`src/rtl/instr_loader_pkg.sv`:
```
// Shared definitions for the instruction loader: state encoding and stream framing constants.
// LOADER_CHECKSUM_EN adds the CSUM state used for the trailing XOR byte.
package loader_pkg;

  localparam int unsigned HDR_BYTES      = 2;
  localparam int unsigned BYTES_PER_WORD = 4;

  typedef enum logic [2:0] {
    HDR0,
    HDR1,
    DATA,
`ifdef LOADER_CHECKSUM_EN
    CSUM,
`endif
    DONE,
    ERROR
  } state_e;

endpackage

```
`src/rtl/instr_loader_if.sv`:
```
// Byte-stream input and instruction-memory write port of the loader.
// The slave modport is the loader's view of the bus.
interface instr_loader_if;

  logic [7:0]  in_data;
  logic        in_valid;
  logic        in_ready;
  logic        mem_wr;
  logic [31:0] mem_addr;
  logic [31:0] mem_data;

  modport master (
    output in_data, in_valid,
    input  in_ready, mem_wr, mem_addr, mem_data
  );

  modport slave (
    input  in_data, in_valid,
    output in_ready, mem_wr, mem_addr, mem_data
  );

endinterface

```
`src/rtl/instr_loader.sv`:
```
// Boot loader: receives a 16-bit word count and little-endian program bytes, then writes 32-bit words to memory.
// Define LOADER_CHECKSUM_EN to require a trailing XOR checksum byte.
module instr_loader
  import loader_pkg::*;
#(
  parameter int unsigned AWIDTH    = 10,
  parameter logic [31:0] BASE_ADDR = 32'h0
) (
  input  logic          clk,
  input  logic          rst,
  instr_loader_if.slave bus,
  input  logic          reload,
  output logic          core_rst_n,
  output logic          done,
  output logic          error
);

  localparam logic [31:0] CAP_WORDS = 32'((2 ** AWIDTH) / BYTES_PER_WORD);
  localparam logic [1:0]  LAST_BYTE = 2'(BYTES_PER_WORD - 1);
`ifdef LOADER_CHECKSUM_EN
  localparam state_e TAIL = CSUM;
`else
  localparam state_e TAIL = DONE;
`endif

  state_e                 state_q, state_d;
  logic [8*HDR_BYTES-1:0] n_q, n_d;
  logic [15:0]            word_cnt_q, word_cnt_d;
  logic [1:0]             byte_cnt_q, byte_cnt_d;
  logic [23:0]            pack_q, pack_d;
  logic                   mem_wr_q, mem_wr_d;
  logic [31:0]            mem_addr_q, mem_addr_d;
  logic [31:0]            mem_data_q, mem_data_d;
  logic [15:0]            n_hdr;
  logic                   in_ready;
  logic                   accept;
`ifdef LOADER_CHECKSUM_EN
  logic [7:0]             csum_q, csum_d;
`endif

  assign in_ready = (state_q != DONE) && (state_q != ERROR);
  assign accept   = bus.in_valid && in_ready;
  assign n_hdr    = {bus.in_data, n_q[7:0]};

  always_comb begin
    state_d    = state_q;
    n_d        = n_q;
    word_cnt_d = word_cnt_q;
    byte_cnt_d = byte_cnt_q;
    pack_d     = pack_q;
    mem_wr_d   = 1'b0;
    mem_addr_d = mem_addr_q;
    mem_data_d = mem_data_q;
`ifdef LOADER_CHECKSUM_EN
    csum_d     = csum_q;
    if (accept && (state_q == HDR0 || state_q == HDR1 || state_q == DATA))
      csum_d = csum_q ^ bus.in_data;
`endif
    case (state_q)
      HDR0: if (accept) begin
        n_d[7:0] = bus.in_data;
        state_d  = HDR1;
      end
      HDR1: if (accept) begin
        n_d = n_hdr;
        if (32'(n_hdr) > CAP_WORDS) state_d = ERROR;
        else if (n_hdr == 16'd0)    state_d = TAIL;
        else                        state_d = DATA;
      end
      DATA: if (accept) begin
        if (byte_cnt_q == LAST_BYTE) begin
          // Strobe lands the cycle after the 4th byte; in_ready stays high meanwhile.
          mem_wr_d   = 1'b1;
          mem_data_d = {bus.in_data, pack_q};
          mem_addr_d = BASE_ADDR + 32'({word_cnt_q, 2'b00});
          word_cnt_d = word_cnt_q + 16'd1;
          byte_cnt_d = 2'd0;
          if (word_cnt_q == n_q - 16'd1) state_d = TAIL;
        end else begin
          case (byte_cnt_q)
            2'd0:    pack_d[7:0]   = bus.in_data;
            2'd1:    pack_d[15:8]  = bus.in_data;
            default: pack_d[23:16] = bus.in_data;
          endcase
          byte_cnt_d = byte_cnt_q + 2'd1;
        end
      end
`ifdef LOADER_CHECKSUM_EN
      CSUM: if (accept) state_d = (bus.in_data == csum_q) ? DONE : ERROR;
`endif
      DONE, ERROR: if (reload) begin
        state_d    = HDR0;
        n_d        = '0;
        word_cnt_d = '0;
        byte_cnt_d = '0;
`ifdef LOADER_CHECKSUM_EN
        csum_d     = '0;
`endif
      end
      default: state_d = HDR0;
    endcase
  end

  always_ff @(posedge clk) begin
    if (!rst) begin
      state_q    <= HDR0;
      n_q        <= '0;
      word_cnt_q <= '0;
      byte_cnt_q <= '0;
      pack_q     <= '0;
      mem_wr_q   <= 1'b0;
      mem_addr_q <= BASE_ADDR;
      mem_data_q <= '0;
`ifdef LOADER_CHECKSUM_EN
      csum_q     <= '0;
`endif
    end else begin
      state_q    <= state_d;
      n_q        <= n_d;
      word_cnt_q <= word_cnt_d;
      byte_cnt_q <= byte_cnt_d;
      pack_q     <= pack_d;
      mem_wr_q   <= mem_wr_d;
      mem_addr_q <= mem_addr_d;
      mem_data_q <= mem_data_d;
`ifdef LOADER_CHECKSUM_EN
      csum_q     <= csum_d;
`endif
    end
  end

  assign bus.in_ready = in_ready;
  assign bus.mem_wr   = mem_wr_q;
  assign bus.mem_addr = mem_addr_q;
  assign bus.mem_data = mem_data_q;
  assign done         = (state_q == DONE);
  assign error        = (state_q == ERROR);
  assign core_rst_n   = (state_q == DONE);

endmodule

```
`src/flat_wrapper.sv`:
```
// flat-port wrapper written by rule: the top's interface ports become plain ports
module instr_loader_flat import loader_pkg::*;
#(
  parameter int unsigned AWIDTH    = 10,
  parameter logic [31:0] BASE_ADDR = 32'h0
)
  (clk, rst, reload, core_rst_n, done, error, bus_in_data, bus_in_valid, bus_in_ready, bus_mem_wr, bus_mem_addr, bus_mem_data);
  instr_loader_if bus_i ();
  input  logic clk;
  input  logic rst;
  input  logic reload;
  output logic core_rst_n;
  output logic done;
  output logic error;
  input wire logic [$bits(bus_i.in_data)-1:0] bus_in_data;
  input wire logic [$bits(bus_i.in_valid)-1:0] bus_in_valid;
  output wire logic [$bits(bus_i.in_ready)-1:0] bus_in_ready;
  output wire logic [$bits(bus_i.mem_wr)-1:0] bus_mem_wr;
  output wire logic [$bits(bus_i.mem_addr)-1:0] bus_mem_addr;
  output wire logic [$bits(bus_i.mem_data)-1:0] bus_mem_data;
  assign bus_i.in_data = bus_in_data;
  assign bus_i.in_valid = bus_in_valid;
  assign bus_in_ready = bus_i.in_ready;
  assign bus_mem_wr = bus_i.mem_wr;
  assign bus_mem_addr = bus_i.mem_addr;
  assign bus_mem_data = bus_i.mem_data;
  instr_loader #(.AWIDTH(AWIDTH), .BASE_ADDR(BASE_ADDR)) u_core (.clk(clk), .rst(rst), .bus(bus_i), .reload(reload), .core_rst_n(core_rst_n), .done(done), .error(error));
endmodule
```
`config.mk`:
```
export PLATFORM = sky130hd
export DESIGN_NAME = instr_loader_flat
export DESIGN_NICKNAME = d
export VERILOG_FILES = /design/src/rtl/instr_loader_pkg.sv /design/src/rtl/instr_loader_if.sv /design/src/rtl/instr_loader.sv /design/src/flat_wrapper.sv
export SDC_FILE = /design/constraint.sdc
export NUM_CORES = 1
export LEC_CHECK = 0
export ABC_AREA = 1
export CORE_AREA = 2 2 104 106
export CTS_BUF_LIST = sky130_fd_sc_hd__clkbuf_2 sky130_fd_sc_hd__clkbuf_4 sky130_fd_sc_hd__clkbuf_8
export DETAILED_ROUTE_END_ITERATION = 8
export DIE_AREA = 0 0 106 108
export PLACE_DENSITY = 0.74
export SLEW_MARGIN = 10
export SYNTH_ARGS = -nofsm -noshare
export SYNTH_HDL_FRONTEND = slang
export SYNTH_SLANG_ARGS = --single-unit
```
`constraint.sdc`:
```
create_clock -name clk -period 2 [get_ports clk]
set_input_delay 0.3 -clock clk [delete_from_list [all_inputs] [get_ports clk]]
set_output_delay 0.3 -clock clk [all_outputs]
set_load 0.05 [all_outputs]
```
**Word-level counts from Yosys, hierarchy flattened**

Index checks and enable logic that the tools add are counted.

- Bitwise operators: 3
- Order comparisons: 1
- Add/sub/neg operators: 3
- Equal/unequal tests: 15
- Reduce and logical (&&, ||, !) cells: 20
- Multiplexer cells: 22

Operator list:

| kind | count |
|---|---|
| 16-bit 2-to-1 mux | 4 |
| 16-bit case mux with 2 select lines | 1 |
| 8-bit case mux with 3 select lines | 1 |
| 3-bit 2-to-1 mux | 7 |
| 4-bit AND reduction | 5 |
| 16-bit by 1-bit adder with 16-bit output (second input constant) | 1 |
| 16-bit equality test | 1 |
| 16-bit by 9-bit greater-than comparator with 1-bit output (second input constant) | 1 |
| 16-bit logical NOT | 1 |
| 8-bit case mux with 2 select lines | 1 |
| 16-bit by 1-bit subtractor with 16-bit output (second input constant) | 1 |
| 3-bit case mux with 4 select lines | 1 |
| 3-bit AND reduction | 4 |
| 2-bit by 1-bit inequality test with 1-bit output (second input constant) | 5 |
| 8-bit 2-to-1 mux | 1 |
| 3-bit by 2-bit equality test with 1-bit output (second input constant) | 2 |
| 2-bit 2-to-1 mux | 3 |
| 6-bit AND reduction | 1 |
| 2-bit nonzero test | 3 |
| 2-bit case mux with 2 select lines | 1 |
| 2-bit OR reduction | 2 |
| 3-bit by 1-bit equality test with 1-bit output (second input constant) | 1 |
| 3-bit equality test (second input constant) | 1 |
| 3-bit logical NOT | 1 |
| 10 further kinds | 14 |

- Logic and storage cells: 75
- Register bits after elaboration: 110
- Input port bits: 12

**Logic depth before layout (Yosys ltp)**

- Word-level depth: 6
- Gate-level depth with buffers: 16
- Mapped depth without buffers: 16

**Least setup slack after synthesis**

Ideal clock, no wire load.

- Path kind: register to register
- Start: reg u_core.n_q[0]
- End: reg u_core.state_q[2]
- Cell stages (with the launch flop): 16
- Setup time: 0.115 ns
- Period minus slack after synthesis: 1.811 ns
- Setup slack: 0.189 ns
- Arrival: 1.696 ns
- Cell sequence: dfxtp_1 -> inv_1 -> ha_1 -> nand2_1 -> nor2_2 -> nand3_1 -> nand2_1 -> inv_1 -> nor2_1 -> nand2_1 -> nor2_1 -> nand2_1 -> nand2_2 -> nand3_1 -> nand2_1 -> nor2_1

- Longest elaborated chain between the ends: 4
- Elaborated cells between the ends (all ways): 8
- Those cells by class: 1 x add/sub; 1 x order compare; 2 x eq/ne; 3 x mux; 1 x reduce/logical

Ends and longest elaborated chain:

| what | RTL line | RTL |
|---|---|---|
| from (decl) | instr_loader.sv:27 | `logic [8*HDR_BYTES-1:0] n_q, n_d;` |
| from (signal assigned) | instr_loader.sv:119 | `n_q <= n_d;` |
| 16-bit by 1-bit subtractor with 16-bit output / 16-bit by 9-bit greater-than comparator with 1-bit output (equally long branches) | instr_loader.sv:78, instr_loader.sv:66 |  |
| 16-bit equality test / 3-bit 2-to-1 mux (equally long branches) | instr_loader.sv:78, instr_loader.sv:66 |  |
| 2-bit by 1-bit inequality test with 1-bit output (no line) / 3-bit 2-to-1 mux (equally long branches) | -- |  |
| 6-bit AND reduction (no line) / 3-bit case mux with 4 select lines (equally long branches) | -- |  |
| to (signal assigned) | instr_loader.sv:118 | `state_q <= state_d;` |
| to (decl) | instr_loader.sv:26 | `state_e state_q, state_d;` |

Several ways; a longest one is shown, not always the timed one. The select of a mux whose other input is x is not followed.
A chain may end at the register's enable or synchronous reset.

**Worst setup path in the final report**

- Start: reg u_core.n_q[7]
- End: reg u_core.state_q[1]

Same word-level chain as after synthesis.

==> run summary <==
status: complete, no violations
antenna cells: 0
Worst Hold Class: reg2reg
layout cells sized above 1: 12.40%
#FFs+latches synth: 110
mapped cell area: 0.005016 mm^2
Tot Pwr: 6869 uW
Layout area overhead: 22.27%
Vias: 4634
Final Cycle Share: 96.06%
initial antenna violation count: 0
critical path type: reg2reg
Max-slew headroom: 62.58%
worst vdd ir: 603.3 uV
Die H: 108 um
Post-synth EDFFs: 0
CTS sink count: 110
Iteration-0 DRC Markers: 214
number of remaining DRC errors: 0
effective utilization at floorplan: 49.03%
Final Net Count: 764
max_cap viols: 0
Max Fanout on Critical Path: 6
First-pass DRT Iterations: 5
CTS tree: yes
cts bufs inserted: 9
vias in the first global route: 4395
first-pass GRT wire length: 20.49 mm
Simple-Gate Fraction of Synth Area: 23.22%
CTS Hold Bufs: 0
Synth area leaders: dfxtp_1 (44%), nand2_1 (9.9%), a21oi_1 (9.8%)
largest net degree at the start of global routing: 66
HPWL Detailed: 9.068 mm
routed len/inst: 14.20 um
port bufs: 64
count leader, synth: nand2_1
Netlist cell types: 38
Clock Path Buffers: 2
Placed Area: 0.005882 mm^2
final hold vios: 0
Post-Route WL: 12.58 mm
mux contribution to synthesized area: 0%
final worst path period need: 1.921 ns
Most used DFF post-synth: dfxtp_1
sequential element share of the synthesized area: 43.90%
row count: 37
FILL cells: 922
top cells by count, synth: nand2_1 (132), dfxtp_1 (110), a21oi_1 (98)
area of the core: 0.01023 mm^2
largest family of logic cells by synthesized area: simple AND/OR/NAND/NOR gates
RSZ-0062 raised after global routing: yes
post-synth top area share: 43.90%
XOR/XNOR Fraction of Synth Area: 3.417%
Lkg Pwr: 0.002525 uW
Via density: 5.230
Critical Path Start Type: flip-flop
Die W: 106 um
Worst setup EP type: flip-flop
H-tree depth: 3
Achievable Freq: 520.5 MHz
Clock transition at path regs: 0.11 ns
PD cells: 1120 mW/mm^2
Clock Skew: 0.01598 ns
Yosys top cell by area: dfxtp_1
Post-Syn Instances: 669
share of synthesized registers carrying an async set or reset: 0%
GRT overflow: 0
critical-path cell list: nor2_2 -> nand2_1 -> nor2_4 -> nand3_1 -> nand2_1 -> inv_1 -> nor2_1 -> nand2_1 -> nor2_1 -> nand2_1 -> nand2_2 -> nand3_1 -> nand2_1 -> nor2_1
ANT nets after route: 0
max incr delay on CP: 0.38 ns
cell area after layout: 0.006133 mm^2
Max Transition Viols Final: 0
Tot GR Track Use: 22.34%
CP max stage cell: dfxtp_1
Die ar.: 0.01145 mm^2
Final setup viols: 0
I/O pin count: 81
Ys Warns: 0
worst-margin pin slew: 0.5596 ns
Synth Area in Compound Gates: 17.88%
worst skew pair latency: 0.38 ns
most used cell, CP: nand2_1
Avg Inst Size Synth: 7.498 um^2
Req. time, crit path: 2.26 ns
Synth Area in Adders: 1.746%
Final Wtd Congestion: 0.8678
crit path DAT: 2.19 ns
clk root buf: clkbuf_8
-- per-stage QoR --
step	setup slack (ns)	cells	hold slack, ns	utilization [%]	setup TNS (ns)
after CTS	0.03842	884	0.4632	59.29	0
after floorplan	0.1886	684	0.4297	-	0
after global routing	-0.05019	886	0.4857	59.95	-0.1165
after detailed placement	0.02694	868	0.4453	57.49	0
after global placement	0.1286	868	0.4454	57.49	0
final	0.07880	886	0.4624	59.95	0
-- final timing paths --
check,startpoint,endpoint,slack (ns),cells past startpoint
max reg2reg,u_core.n_q[7]$_SDFFE_PN0P_,u_core.state_q[1]$_SDFFE_PN0P_,0.08,14
max,u_core.n_q[7]$_SDFFE_PN0P_,u_core.state_q[1]$_SDFFE_PN0P_,0.08,14
min,u_core.pack_q[19]$_SDFFE_PN0P_,u_core.pack_q[19]$_SDFFE_PN0P_,0.46,2
min reg2reg,u_core.pack_q[19]$_SDFFE_PN0P_,u_core.pack_q[19]$_SDFFE_PN0P_,0.46,2
-- state kept, by name, indices dropped and copies added, names as in the netlist --
signal,flops
u_core.bus.mem_addr,16
u_core.bus.mem_data,32
u_core.bus.mem_wr,1
u_core.byte_cnt_q,2
u_core.n_q,16
u_core.pack_q,24
u_core.state_q,3
u_core.word_cnt_q,16
-- final cells by class --
| cell class | instances | area [um^2] | area share (%) |
|---|---|---|---|
| clock inverters | 6 | 52.55 | 0.8568 |
| inverters | 66 | 247.7 | 4.039 |
| repair buffers | 91 | 895.9 | 14.61 |
| well taps | 136 | 170.2 | 2.774 |
| multi-input cells | 467 | 2424 | 39.51 |
| flip-flops and latches | 110 | 2212 | 36.07 |
| clock buffers | 10 | 131.4 | 2.142 |
-- worst max-delay path, delay by kind of cell (launching register included) --
family                 cells  cell delay, ns
AND/OR/NAND/NOR           13            1.41
flip-flops                 1            0.38
buffers and inverters      1            0.03
-- layout by cell type, fill, tap and decap left out, types with 8 or more instances in the layout --
cell	n
a21oi_1	98
buf_4	26
clkbuf_8	9
clkdlybuf4s50_1	60
conb_1	16
dfxtp_1	102
dfxtp_2	8
inv_1	59
nand2_1	129
nand2_2	8
nand3_1	18
nor2_1	53
nor2_4	8
nor3_1	8
o21ai_0	64
xnor2_1	8
xor2_1	9
-- power by group --
| part | switching [uW] | internal (uW) |
|---|---|---|
| sequential | 271 | 2420 |
| combinational | 1800 | 1100 |
| clock | 795 | 488 |
-- logic make-up after synthesis --
| kind of cell | count (synthesis) |
|---|---|
| other | 1 |
| buffers and inverters | 107 |
| xor gates and xnor gates | 18 |
| and+or+nand+nor | 251 |
| DFF | 110 |
| AOI/OAI and AO/OA | 175 |
| adders and majority gates | 7 |
-- routing by layer --
| metal | up-vias | track usage, % | share of wire (%) |
|---|---|---|---|
| met5 | - | 0 | 0 |
| met4 | 0 | 7.049 | 0.87 |
| met3 | 8 | 4.400 | 6.4 |
| met2 | 141 | 40.51 | 51 |
| met1 | 2189 | 26.72 | 42 |
| li1 | 2296 | - | - |
-- timing repair --
| item | 4_1_cts | 5_1_grt |
|---|---|---|
| resized for setup | 0 | 21 |
| hold endpoints to repair | 0 | 0 |
| setup buffers | 0 | 2 |
| setup endpoints to repair | 0 | 9 |
Power figures use the tool's default switching activity.
